===== src/rtl/segment_bcd_converter.sv =====
// Sequential double-dabble binary-to-BCD converter with start/busy/done handshake.
// Digits and leading-zero blank flags stay registered and only update on the done edge.
module segment_bcd_converter #(
  parameter int WIDTH = 10
) (
  input  logic             clk,
  input  logic             rstb,
  input  logic             start,
  input  logic [WIDTH-1:0] bin_in,
  output logic             busy,
  output logic             done,
  output logic [3:0]       bcd_0,
  output logic [3:0]       bcd_1,
  output logic [3:0]       bcd_2,
  output logic [3:0]       bcd_3,
  output logic [3:0]       bcd_4,
  output logic [3:0]       bcd_5,
  output logic [3:0]       bcd_6,
  output logic [3:0]       bcd_7,
  output logic [7:0]       blank
);

  typedef enum logic {IDLE, SHIFT} state_t;

  localparam logic [4:0] LAST = 5'(WIDTH - 1);

  state_t           r_state;
  logic [WIDTH-1:0] r_shift;
  logic [31:0]      r_work;
  logic [31:0]      r_bcd;
  logic [4:0]       r_count;
  logic [7:0]       r_blank;
  logic             r_busy;
  logic             r_done;

  logic [31:0]         w_adj;
  logic [31+WIDTH:0]   w_shifted;
  logic [7:0]          w_blank;

  // One double-dabble iteration: add 3 to every nibble >= 5, then shift left.
  always_comb begin
    w_adj = '0;
    for (int i = 0; i < 8; i++) begin
      w_adj[4*i +: 4] = (r_work[4*i +: 4] >= 4'd5) ? r_work[4*i +: 4] + 4'd3
                                                   : r_work[4*i +: 4];
    end
    w_shifted = {w_adj, r_shift} << 1;
  end

  // Leading-zero flags from the post-iteration digits; digit 0 never blanks.
  always_comb begin
    logic upperZero;
    w_blank   = '0;
    upperZero = 1'b1;
    for (int i = 7; i >= 1; i--) begin
      upperZero  = upperZero && (w_shifted[WIDTH + 4*i +: 4] == 4'd0);
      w_blank[i] = upperZero;
    end
  end

  always_ff @(posedge clk) begin
    if (!rstb) begin
      r_state <= IDLE;
      r_shift <= '0;
      r_work  <= '0;
      r_bcd   <= '0;
      r_count <= '0;
      r_blank <= 8'hFE;
      r_busy  <= 1'b0;
      r_done  <= 1'b0;
    end else begin
      r_done <= 1'b0;
      case (r_state)
        IDLE: begin
          if (start) begin
            r_shift <= bin_in;
            r_work  <= '0;
            r_count <= '0;
            r_busy  <= 1'b1;
            r_state <= SHIFT;
          end
        end
        SHIFT: begin
          r_work  <= w_shifted[31+WIDTH:WIDTH];
          r_shift <= w_shifted[WIDTH-1:0];
          r_count <= r_count + 5'd1;
          if (r_count == LAST) begin
            r_bcd   <= w_shifted[31+WIDTH:WIDTH];
            r_blank <= w_blank;
            r_done  <= 1'b1;
            r_busy  <= 1'b0;
            r_state <= IDLE;
          end
        end
        default: r_state <= IDLE;
      endcase
    end
  end

  assign busy  = r_busy;
  assign done  = r_done;
  assign blank = r_blank;
  assign bcd_0 = r_bcd[3:0];
  assign bcd_1 = r_bcd[7:4];
  assign bcd_2 = r_bcd[11:8];
  assign bcd_3 = r_bcd[15:12];
  assign bcd_4 = r_bcd[19:16];
  assign bcd_5 = r_bcd[23:20];
  assign bcd_6 = r_bcd[27:24];
  assign bcd_7 = r_bcd[31:28];

endmodule


===== config.mk =====
export PLATFORM = sky130hd
export DESIGN_NAME = segment_bcd_converter
export DESIGN_NICKNAME = d
export VERILOG_FILES = /design/src/rtl/segment_bcd_converter.sv
export SDC_FILE = /design/constraint.sdc
export NUM_CORES = 1
export LEC_CHECK = 0
export ABC_AREA = 1
export ABC_CLOCK_PERIOD_IN_PS = 2800
export BUFFER_PORTS_ARGS = -buffer_cell sky130_fd_sc_hd__buf_2
export CAP_MARGIN = 20
export CORE_MARGIN = 2
export CORE_UTILIZATION = 60
export CTS_CLUSTER_SIZE = 10
export DETAILED_ROUTE_END_ITERATION = 10
export PLACE_DENSITY = 0.84
export SETUP_SLACK_MARGIN = 0.05
export SYNTH_ARGS = -nofsm -noshare
export SYNTH_HDL_FRONTEND = slang
export SYNTH_SLANG_ARGS = --single-unit

===== constraint.sdc =====
create_clock -name clk -period 2.8 [get_ports clk]
set_clock_uncertainty 0.2 [all_clocks]
set_input_delay 0.28 -clock clk [delete_from_list [all_inputs] [get_ports clk]]
set_output_delay 0.28 -clock clk [all_outputs]
set_load 0.01 [all_outputs]

## Yosys cells after proc, flatten, opt, wreduce, memory -nomap -nowiden

Index checks and enable logic that the tools add are counted.

| word-level totals | value |
|---|---|
| register bits | 89 |
| input port bits | 13 |
| output and inout bits | 42 |
| word-level logic and storage cells | 66 |

| operators by class | value |
|---|---|
| $add $sub $neg | 9 |
| $lt $le $gt $ge | 8 |
| equality and inequality tests | 3 |
| mux-type cells | 21 |
| bitwise operators | 1 |
| reduce and logical (&&, ||, !) cells | 16 |

Operator list:

| kind | number |
|---|---|
| 32-bit case mux with 2 select lines | 1 |
| 4-bit by 3-bit >= comparator with 1-bit output, second input constant | 8 |
| 32-bit 2-to-1 mux | 1 |
| 4-bit by 2-bit adder with 4-bit output, second input constant | 7 |
| 4-bit logical NOT | 7 |
| 4-bit 2-to-1 mux | 7 |
| 10-bit case mux with 2 select lines | 1 |
| 10-bit 2-to-1 mux | 1 |
| 5-bit case mux with 2 select lines | 1 |
| 1-bit logical AND | 6 |
| 2-bit AND reduction | 3 |
| 5-bit by 1-bit adder with 5-bit output, second input constant | 1 |
| 5-bit by 4-bit equality test with 1-bit output, second input constant | 1 |
| 1-bit 2-to-1 mux | 5 |
| 5-bit 2-to-1 mux | 1 |
| 1-bit case mux with 2 select lines | 2 |
| 3-bit by 2-bit adder with 3-bit output, second input constant | 1 |
| 3-bit 2-to-1 mux | 1 |
| 2-bit by 1-bit inequality test with 1-bit output, second input constant | 1 |
| 2-bit inequality test, second input constant | 1 |
| 1-bit inverter | 1 |

## Logic depth before layout (Yosys ltp)

Gate-level depths: netlist of run 1.

| logic depth | value |
|---|---|
| word-level depth | 9 |
| mapped depth | 14 |
| depth with buffers taken out | 14 |

## Worst setup path after synthesis of run 1

No wires, ideal clock.

| path | value |
|---|---|
| path kind | register to register |
| start point | register r_work[20] |
| end point | register r_blank[1] (netlist: blank[1]) |
| library setup time | 58 ps |
| arrival time | 1,439 ps |
| data required time | 2,542 ps |
| path slack | 1,103 ps |
| stages on the path, launching flop included | 14 |
| path buffers | 0 |
| period minus slack after synthesis | 1,697 ps |
| cells stage by stage | dfxtp_1 -> inv_1 -> ha_1 -> inv_1 -> nand2_1 -> nand3_1 -> inv_1 -> nand2_1 -> nand2_1 -> nor2_1 -> nand2_1 -> nor2_2 -> nand3_1 -> nand2_1 |

| on the way | value |
|---|---|
| cells in the longest elaborated chain, start to end | 9 |
| elaborated cells on any way between the ends | 11 |
| those cells by class | add/sub: 1; order compare: 1; mux: 1; reduce/logical: 8 |

RTL lines:

| what | line | source |
|---|---|---|
| start: declaration | 29 | `logic [31:0] r_work;` |
| start signal: assignment | 84 | `r_work <= w_shifted[31+WIDTH:WIDTH];` |
| 4-bit by 2-bit adder with 4-bit output or 4-bit by 3-bit >= comparator with 1-bit output (tied branches) | 44 | `w_adj[4*i +: 4] = (r_work[4*i +: 4] >= 4'd5) ? r_work[4*i +: 4] + 4'd3` |
| 4-bit 2-to-1 mux * | 44 |  |
| 4-bit logical NOT | 56 | `upperZero = upperZero && (w_shifted[WIDTH + 4*i +: 4] == 4'd0);` |
| 1-bit logical AND | 56 |  |
| 1-bit logical AND * (5 in series) | 56 |  |
| end signal: assignment | 89 | `r_blank <= w_blank;` |
| end: declaration | 32 | `logic [7:0] r_blank;` |

Mark *: on every way between the ends. The rest lies on a longest branch, timed or not.
A chain may end at the register's enable or synchronous reset.

## Worst setup path in the final report of run 1

| path | value |
|---|---|
| start point | register r_work[4] |
| end point | register r_blank[1] (netlist: blank[1]) |

| on the way | value |
|---|---|
| cells in the longest elaborated chain, start to end | 5 |
| elaborated cells on any way between the ends | 7 |
| those cells by class | add/sub: 1; order compare: 1; mux: 1; reduce/logical: 4 |

RTL lines:

| what | line |
|---|---|
| 4-bit by 2-bit adder with 4-bit output or 4-bit by 3-bit >= comparator with 1-bit output (tied branches) | 44 |
| 4-bit 2-to-1 mux * | 44 |
| 4-bit logical NOT | 56 |
| 1-bit logical AND | 56 |
| 1-bit logical AND * | 56 |

Marked as above.

==> impl_metrics.csv, run 1 <==
group,metric,value,unit
clock_network,cts_root_buf,"clkbuf_8",
run_status,run_status,"finished clean",
worst_hold_path,hp-class,"input pin to flip-flop",
clock_network,cts_tree,"done",
clock_network,htree_levels,3,
routing,drc,0,
timing,slew_headroom,0.648,
final_layout,utilization,0.704,
floorplan,dieArea,7700,µm²
clock_network,clockBufferDepth,2,
timing,whs,0.0431,ns
timing,hold_violations,0,
critical_path,setup.worst_path.end_class,"flip-flop",
place,port_buffers,53,
grt,antenna_found_initial,0,
timing,rsz0062_at_grt,"false",
power,powerDensity,498,nW/µm²
timing,fmaxAchievable,492,MHz
synthesis,syn_nets,607,
final_layout,seq_area,1780,µm²
flow_run,drv_cap,0,
floorplan,die_w,87.7,µm
critical_path,r2r_slack,0.77,ns
floorplan,coreArea,6790,µm²
routing,vias,3941,
synthesis,synth_edf_count,0,
grt,grt_pass1_vias,3670,
final_layout,final_common_cell,"nand2_1",
final_layout,fillers,544,
timing,drv_slew,0,
final_layout,diodes,0,
synthesis,postSynthCellCount,576,
grt,grt_pass1_wl,16300,µm
clock_network,clkTransAtPathRegs,0.10,ns
critical_path,cp-start-kind,"flip-flop",
synthesis,synth_area_per_cell,7.30,µm²
routing,dr.pass1.iters,5,
clock_network,postCtsSetupBuffers,0,
synthesis,async_reset_ff_frac,0,
place,gp_congestion,0.854,
timing,min_period_over_period,0.726,
routing,wl,9790,µm
synthesis,synth_seq_cells,89,
timing,period_needed,2.03,ns
floorplan,start_util,0.619,
place,dp.final_hpwl,6900,µm
routing,first_iter_violations,218,
final_layout,multi_input_area,2070,µm²
synthesis,synth.distinct_cells,41,
routing,ant_nets,0,
critical_path,arrival,2.14,ns
routing,viasPerCell,5.41,
timing,final.setup.tns,0,ns
floorplan,rows,30,
clock_network,clkSinkCount,89,
timing,tightest_slew,0.527,ns
critical_path,critical_path_class,"flip-flop to flip-flop",
synthesis,syn_area,4210,µm²
grt,track_usage,0.268,
timing,setup_violations,0,
place,dp_cells,711,
final_layout,layout_common_cells,"nand2_1 (176), dfxtp_1 (89), inv_1 (61), buf_2 (53), nand3_1 (46)",
final_layout,final_nets,658,
critical_path,crit_path_max_fanout,5,
synthesis,ys.flop_type,"dfxtp_1",
power,power.leakage,2.22,nW
final_layout,instances_no_fill,728,
clock_network,cts_buffers,9,
final_layout,area_growth_syn_to_layout,13.7,%
power,ir_worst_vdd,0.368,mV
grt,grt_max_degree,42,
floorplan,dieHeight,87.7,µm
grt,grt_overflow,0,
critical_path,required,2.91,ns
floorplan,io_pins,55,
final_layout,drive_gt1_frac,0.174,
synthesis,yosys_warnings,0,
clock_network,clock_latency,0.37,ns
routing,wire_per_inst,13.5,µm
synthesis,seq_area_frac_synth,0.424,
## power breakdown
part           switching (W)  leakage [nW]  internal [W]
clock               0.000476         0.107      0.000512
combinational      0.0000794          1.39     0.0000319
sequential        0.00000793         0.719       0.00128
total               0.000563          2.22       0.00182
## critical path: stages, from the launching register on
cell and delay [ns]:
dfxtp_1 0.37, inv_1 0.10, ha_1 0.16, inv_1 0.04
nand2_1 0.06, nand3_1 0.16, o21ai_0 0.39, nand2_1 0.10
nor3_1 0.22, nand3_1 0.11, nand2_1 0.07
## path summary, 6_finish.rpt
path / from / to / cells after the start
worst min register to register: r_bcd[19] / r_bcd[19] / 2
worst max register to register: r_work[4] / blank[1] / 10
worst max-delay path: r_work[4] / blank[1] / 10
worst min-delay path: bin_in[6] / r_shift[6] / 5
## registers in the layout, indices dropped and copies added, names as in the netlist
name     count
r_bcd       32
r_count      5
r_shift     10
done         1
r_work      32
blank        7
busy         1
r_state      1
## per-layer routing
layer  vias to the layer above  GRT usage  wire length, µm
li1                       1966          -                -
met1                      1825      0.322             4140
met2                       132      0.462             4870
met3                        18     0.0500              591
met4                         0      0.126              180
met5                         -          0                0
## kinds of logic after synthesis
kind of cell | after synthesis | synth area share
other | 1 | 0.000891
AO/OA/AOI/OAI | 101 | 0.148
XOR/XNOR | 3 | 0.00625
adder cells (fa/ha/maj) | 18 | 0.0535
AND/OR/NAND/NOR | 276 | 0.284
buffers and inverters | 88 | 0.0845
flip-flops | 89 | 0.424
## cell usage after synthesis, types with 2 or more instances
master | n | area share
nor2_2 | 4 | 0.0059
ha_1 | 18 | 0.054
nand2_2 | 4 | 0.0059
nand2_1 | 176 | 0.16
nor2_1 | 26 | 0.023
or2_2 | 2 | 0.0030
inv_1 | 61 | 0.054
nor3_1 | 2 | 0.0024
buf_1 | 5 | 0.0045
buf_2 | 6 | 0.0071
nand4_1 | 9 | 0.013
clkbuf_1 | 7 | 0.0062
o21ai_2 | 12 | 0.025
o21ai_1 | 3 | 0.0036
o21ai_0 | 23 | 0.027
dfxtp_1 | 89 | 0.42
nand3_1 | 46 | 0.055
buf_4 | 2 | 0.0036
a21oi_1 | 41 | 0.049
a32o_1 | 2 | 0.0048
xor2_1 | 3 | 0.0062
inv_2 | 4 | 0.0036
a22o_1 | 10 | 0.021
nand3_2 | 2 | 0.0048
o22ai_1 | 3 | 0.0045
## layout make-up
class | count | share of cell area
clock buffers | 9 | 0.0259
clock inverters | 7 | 0.0212
inverters | 67 | 0.0531
multi-input cells | 399 | 0.434
flip-flops and latches | 89 | 0.372
well taps | 96 | 0.0251
repair buffers | 61 | 0.0685
## through the flow
stage	area [µm²]	worst slack, ns	power [W]
floorplan	4210	1.10	0.00139
global placement	4550	0.866	0.00142
detailed placement	4550	0.822	0.00142
CTS	4780	0.778	0.00239
global route	4780	0.515	0.00247
finish	4780	0.767	0.00238
## what timing repair did
item | CTS | global route
endpoints found under the hold margin | 1 | 0
hold buffers | 1 | 0
resized for setup | 0 | 0
No activity file was read; power rests on OpenSTA's default activity.
==> run 2, diff against run 1 <==
ABC_CLOCK_PERIOD_IN_PS = 1900   (was 2800)
CORE_UTILIZATION = 57   (was 60)
PLACE_DENSITY = 0.81   (was 0.84)
clock period = 1.9 ns   (was 2.8 ns; I/O delays follow)
==> run 2 against run 1 <==
Register-to-register slack lost 0.71 ns. Largest cell class unchanged. First-iteration DRC count grew 44%. Sequential power grew 48%. Power grew 49%. Sequential share of layout area shrank 3.6 points. Largest power group unchanged. Global-route usage shrank 1.2 points. Critical path depth grew 2.
==> impl_metrics.csv, run 2 (same netlist as run 1, synthesis figures left out) <==
group,metric,value,unit
critical_path,cp.buffers_inverters,2,
worst_hold_path,worstHoldStart,"start",
timing,hold_violations,0,
critical_path,startpoint,"r_work[9]",
clock_network,htree_levels,3,
routing,dr.pass1.iters,5,
final_layout,area_growth_syn_to_layout,28.0,%
critical_path,crit_path_max_fanout,6,
critical_path,crit_chain,"inv_1 -> ha_2 -> inv_2 -> nand2_4 -> nand4_1 -> nand2_2 -> nand2_1 -> nor2_2 -> nand2_2 -> nor2_4 -> nand2_1 -> nand2_1",
final_layout,layout_common_cells,"nand2_1 (156), dfxtp_1 (75), buf_2 (52), inv_1 (49), buf_4 (46)",
critical_path,setup.worst_path.end_class,"flip-flop",
place,dp.final_hpwl,7250,µm
timing,rsz0062_at_grt,"true",
critical_path,cp-start-kind,"flip-flop",
place,port_buffers,53,
floorplan,start_util,0.583,
critical_path,arrival,1.93,ns
clock_network,cts_tree,"done",
final_layout,final_nets,704,
clock_network,cts_buffers,9,
critical_path,required,1.99,ns
floorplan,dieArea,8080,µm²
timing,fmaxAchievable,544,MHz
grt,track_usage,0.256,
clock_network,clock_latency,0.35,ns
floorplan,die_w,89.9,µm
routing,wire_per_inst,13.9,µm
routing,drc,0,
critical_path,slowest_delay,0.33,ns
grt,grt_pass1_wl,17200,µm
grt,grt_max_degree,42,
routing,wl,10800,µm
power,powerDensity,660,nW/µm²
critical_path,critical_path_class,"flip-flop to flip-flop",
critical_path,worst_path_max_delay_cell,"dfxtp_2",
timing,min_period_over_period,0.968,
floorplan,io_pins,55,
place,dp_cells,731,
routing,ant_nets,0,
power,power.leakage,2.52,nW
routing,viasPerCell,5.45,
timing,period_needed,1.84,ns
critical_path,rr_startpoint,"r_work[9]",
grt,grt_pass1_vias,3884,
critical_path,critical-path-top-delay-family,"simple AND/OR/NAND/NOR gates",
final_layout,fin_area,5380,µm²
critical_path,path_common_cell,"nand2_1",
floorplan,rows,31,
clock_network,cts_root_buf,"clkbuf_8",
final_layout,drive_gt1_frac,0.321,
routing,first_iter_violations,313,
timing,setup_violations,0,
place,dpl_cell_area,4690,µm²
final_layout,final_common_cell,"nand2_1",
run_status,run_status,"finished clean",
final_layout,instances_no_fill,776,
place,gp_congestion,0.895,
grt,grt_overflow,0,
routing,vias,4228,
final_layout,reg.largest.list,"r_bcd x32, r_work x32, r_shift x10",
power,ir_worst_vdd,0.414,mV
clock_network,clkSinkCount,89,
final_layout,diodes,0,
timing,drv_slew,0,
clock_network,clkTransAtPathRegs,0.08,ns
floorplan,coreArea,7210,µm²
floorplan,dieHeight,89.9,µm
grt,antenna_found_initial,0,
flow_run,drv_cap,0,
clock_network,clockBufferDepth,2,
worst_hold_path,hp-class,"input pin to flip-flop",
run 2: final timing paths:
check | to | slack (ns) | cells past startpoint
setup / recovery | blank[2] | 0.06 | 12
hold / removal | r_shift[0] | 0.006 | 3
setup reg to reg | blank[2] | 0.06 | 12
hold reg to reg | r_bcd[15] | 0.26 | 2
run 2: tightest hold or removal path: cells and delay by family:
| family | cells | cell delay (ns) |
|---|---|---|
| AOI/OAI and AO/OA | 1 | 0.06 |
| and+or+nand+nor | 1 | 0.10 |
| buffers and inverters | 1 | 0.16 |
run 2: area by class of cell:
cell class / instances / area, µm²
clock buffers: 13 / 169
fillers: 553 / 1830
flip-flops and latches: 89 / 1810
clock inverters: 2 / 60.1
multi-input cells: 399 / 2260
well taps: 99 / 124
inverters: 67 / 263
repair buffers: 107 / 703
run 2: what timing repair did:
| action | 4_1_cts | 5_1_grt |
|---|---|---|
| hold buffers | 7 | 0 |
| resized for setup | 15 | 72 |
| pin swaps | 6 | 25 |
| endpoints found under the setup margin | 4 | 20 |
| setup buffers | 2 | 21 |
| endpoints found under the hold margin | 9 | 0 |
run 2: power breakdown:
group / internal (W) / switching [W]
Combinational: 0.0000726 / 0.000122
Sequential: 0.00188 / 0.0000110
Clock: 0.000843 / 0.000631
run 2: metrics by stage:
| step | setup WS [ns] | util | setup TNS, ns | hold slack, ns | total power (W) |
|---|---|---|---|---|---|
| 6_report | 0.0602 | 0.746 | 0 | 0.00553 | 0.00356 |
| 5_1_grt | -0.0163 | 0.746 | -0.0463 | 0.0309 | 0.00366 |
| 2_1_floorplan | 0.203 | - | 0 | 0.128 | 0.00204 |
| 4_1_cts | 0.0527 | 0.700 | 0 | 0.00381 | 0.00356 |
| 3_3_place_gp | 0.0712 | 0.650 | 0 | 0.236 | 0.00210 |
| 3_5_place_dp | -0.0521 | 0.650 | -0.159 | 0.241 | 0.00211 |
run 2: routing by layer:
layer,vias to the layer above,wire (µm),GRT usage
met5,-,0,0
met1,2003,4540,0.317
met3,21,589,0.0360
met2,150,5490,0.458
met4,0,187,0.0846
li1,2054,-,-
==> run 3, diff against run 2 <==
REMOVE_ABC_BUFFERS = 1   (was default)
==> run 3 against run 2 <==
Combinational power fell by 3%. First-iteration DRC count fell by 9.9%. Worst setup slack got worse by 0.036 ns. Register-to-register slack got worse by 0.04 ns. Power rose by 3.6%. Core utilization rose by 0.33 points. Fmax fell by 1.9%. Flip-flop and latch count did not move. Critical path depth did not move. Highest routed layer unchanged. Critical path type unchanged. Sequential share of layout area fell by 0.19 points.
==> impl_metrics.csv, run 3 (same netlist as run 1, synthesis figures left out) <==
group,metric,value,unit
clock_network,cts_root_buf,"clkbuf_8",
place,dp.final_hpwl,6860,µm
routing,dr.pass1.iters,5,
worst_hold_path,hp-class,"input pin to flip-flop",
critical_path,arrival,1.98,ns
timing,rsz0062_at_grt,"true",
run_status,run_status,"finished clean",
power,powerDensity,681,nW/µm²
critical_path,slowest_delay,0.38,ns
final_layout,final_nets,695,
place,dp_cells,726,
critical_path,crit_path_max_fanout,4,
power,ir_worst_vdd,0.469,mV
critical_path,critical_path_class,"flip-flop to flip-flop",
power,p_comb_frac,0.051,
timing,drv_slew,0,
power,intPower,0.00286,W
routing,drc,0,
timing,setup_violations,0,
critical_path,required,2.01,ns
routing,viasPerCell,5.45,
timing,period_needed,1.88,ns
routing,wl,10900,µm
clock_network,cts_buffers,9,
grt,antenna_found_initial,0,
power,power_switching,0.000827,W
power,switching_share,0.224,
timing,fmaxAchievable,533,MHz
timing,min_period_over_period,0.987,
final_layout,final_common_cell,"nand2_1",
routing,ant_nets,0,
timing,hold_violations,0,
clock_network,clkTransAtPathRegs,0.10,ns
floorplan,dieArea,8080,µm²
flow_run,drv_cap,0,
power,seqPwrFrac,0.513,
grt,track_usage,0.257,
final_layout,layout_common_cells,"nand2_1 (148), dfxtp_1 (75), buf_2 (53), inv_1 (47), a21oi_1 (41)",
critical_path,worst_path_max_delay_cell,"dfxtp_4",
place,dpl_cell_area,4650,µm²
power,power.share.clock,0.436,
grt,grt_overflow,0,
place,gp_congestion,0.841,
final_layout,utilization,0.750,
critical_path,crit_chain,"inv_4 -> ha_4 -> inv_2 -> o21ai_4 -> nand2_1 -> nand2_1 -> nand2_2 -> nor2_1 -> nand2_1 -> nor2_4 -> nand2_2 -> nand2_1",
routing,first_iter_violations,282,
clock_network,clock_latency,0.37,ns
power,power.leakage,2.52,nW
clock_network,htree_levels,3,
routing,vias,4188,
critical_path,setup.worst_path.end_class,"flip-flop",
final_layout,fin_area,5410,µm²
clock_network,cts_tree,"done",
critical_path,cp-start-kind,"flip-flop",
place,pre_cts_slack,-0.0548,ns
clock_network,clkSinkCount,89,
final_layout,reg.largest.list,"r_bcd x32, r_work x32, r_shift x10",
floorplan,dieHeight,89.9,µm
final_layout,instances_no_fill,768,
grt,grt_pass1_vias,3770,
final_layout,diodes,0,
timing,setup_ws,0.0246,ns
floorplan,io_pins,55,
routing,wire_per_inst,14.2,µm
floorplan,rows,31,
floorplan,die_w,89.9,µm
grt,grt_pass1_wl,16900,µm
place,port_buffers,53,
final_layout,drive_gt1_frac,0.326,
grt,grt_max_degree,42,
floorplan,start_util,0.583,
final_layout,area_growth_syn_to_layout,28.6,%
floorplan,coreArea,7210,µm²
clock_network,clockBufferDepth,2,
critical_path,path_common_cell,"nand2_1",
run 3: cell types whose count changed in the layout (fill, tap and decap cells not counted), moves of 4 or more:
cell,before,now
buf_4,46,33
ha_2,8,4
nand2_2,23,30
nand3_1,40,35
nand3_2,6,11
nand2_1,156,148
run 3: power by group through the flow:
stage | Sequential (W) | Clock [W] | Combinational (W)
floorplan | 0.00195 | 0 | 0.0000770
global placement | 0.00194 | 0 | 0.000168
detailed placement | 0.00194 | 0 | 0.000171
CTS | 0.00189 | 0.00162 | 0.000186
global route | 0.00189 | 0.00171 | 0.000206
finish | 0.00189 | 0.00161 | 0.000189
run 3: per-layer routing:
metal  vias up  GRT usage  share of wire  wire, µm
met2       166      0.432           0.49      5320
met5         -          0              0         0
met4         0      0.127          0.025       272
li1       2043          -              -         -
met1      1954      0.321           0.43      4650
met3        25     0.0419          0.059       637
run 3: stage by stage:
step                TNS (ns)  total power, W  hold WS [ns]
floorplan             -46.34         0.00202        0.0876
global placement           0         0.00210         0.233
detailed placement    -0.202         0.00211         0.241
CTS                        0         0.00370       0.00488
global route          -0.308         0.00381        0.0408
finish                     0         0.00368        0.0198
run 3: timing repair:
| item | in CTS | in global routing |
|---|---|---|
| hold endpoints to repair | 10 | 0 |
| resized for setup | 25 | 79 |
| setup buffers | 5 | 12 |
| hold buffers | 9 | 0 |
| setup endpoints to repair | 6 | 30 |
| pin swaps | 10 | 30 |
run 3: critical path, delay by kind of cell, from the launching register on:
family / cells / cell delay (ns)
compound gates: 1 / 0.16
flops: 1 / 0.38
simple gates: 8 / 0.85
buf+inv: 2 / 0.10
fa+ha+maj: 1 / 0.13
run 3: final cells by class:
type | count | area, µm²
tap | 99 | 124
inverter | 67 | 262
sequential | 89 | 1810
clock buffer | 10 | 138
fill | 523 | 1810
clock inverter | 6 | 114
multi-input combinational | 399 | 2320
timing repair buffer | 98 | 646
run 3: final timing paths:
| path | start | to | slack (ns) | cells after the start |
|---|---|---|---|---|
| worst max register to register | r_work[16] | blank[4] | 0.02 | 12 |
| worst max-delay path | r_work[16] | blank[4] | 0.02 | 12 |
| worst min register to register | r_bcd[7] | r_bcd[7] | 0.26 | 2 |
| worst min-delay path | start | r_shift[0] | 0.02 | 3 |
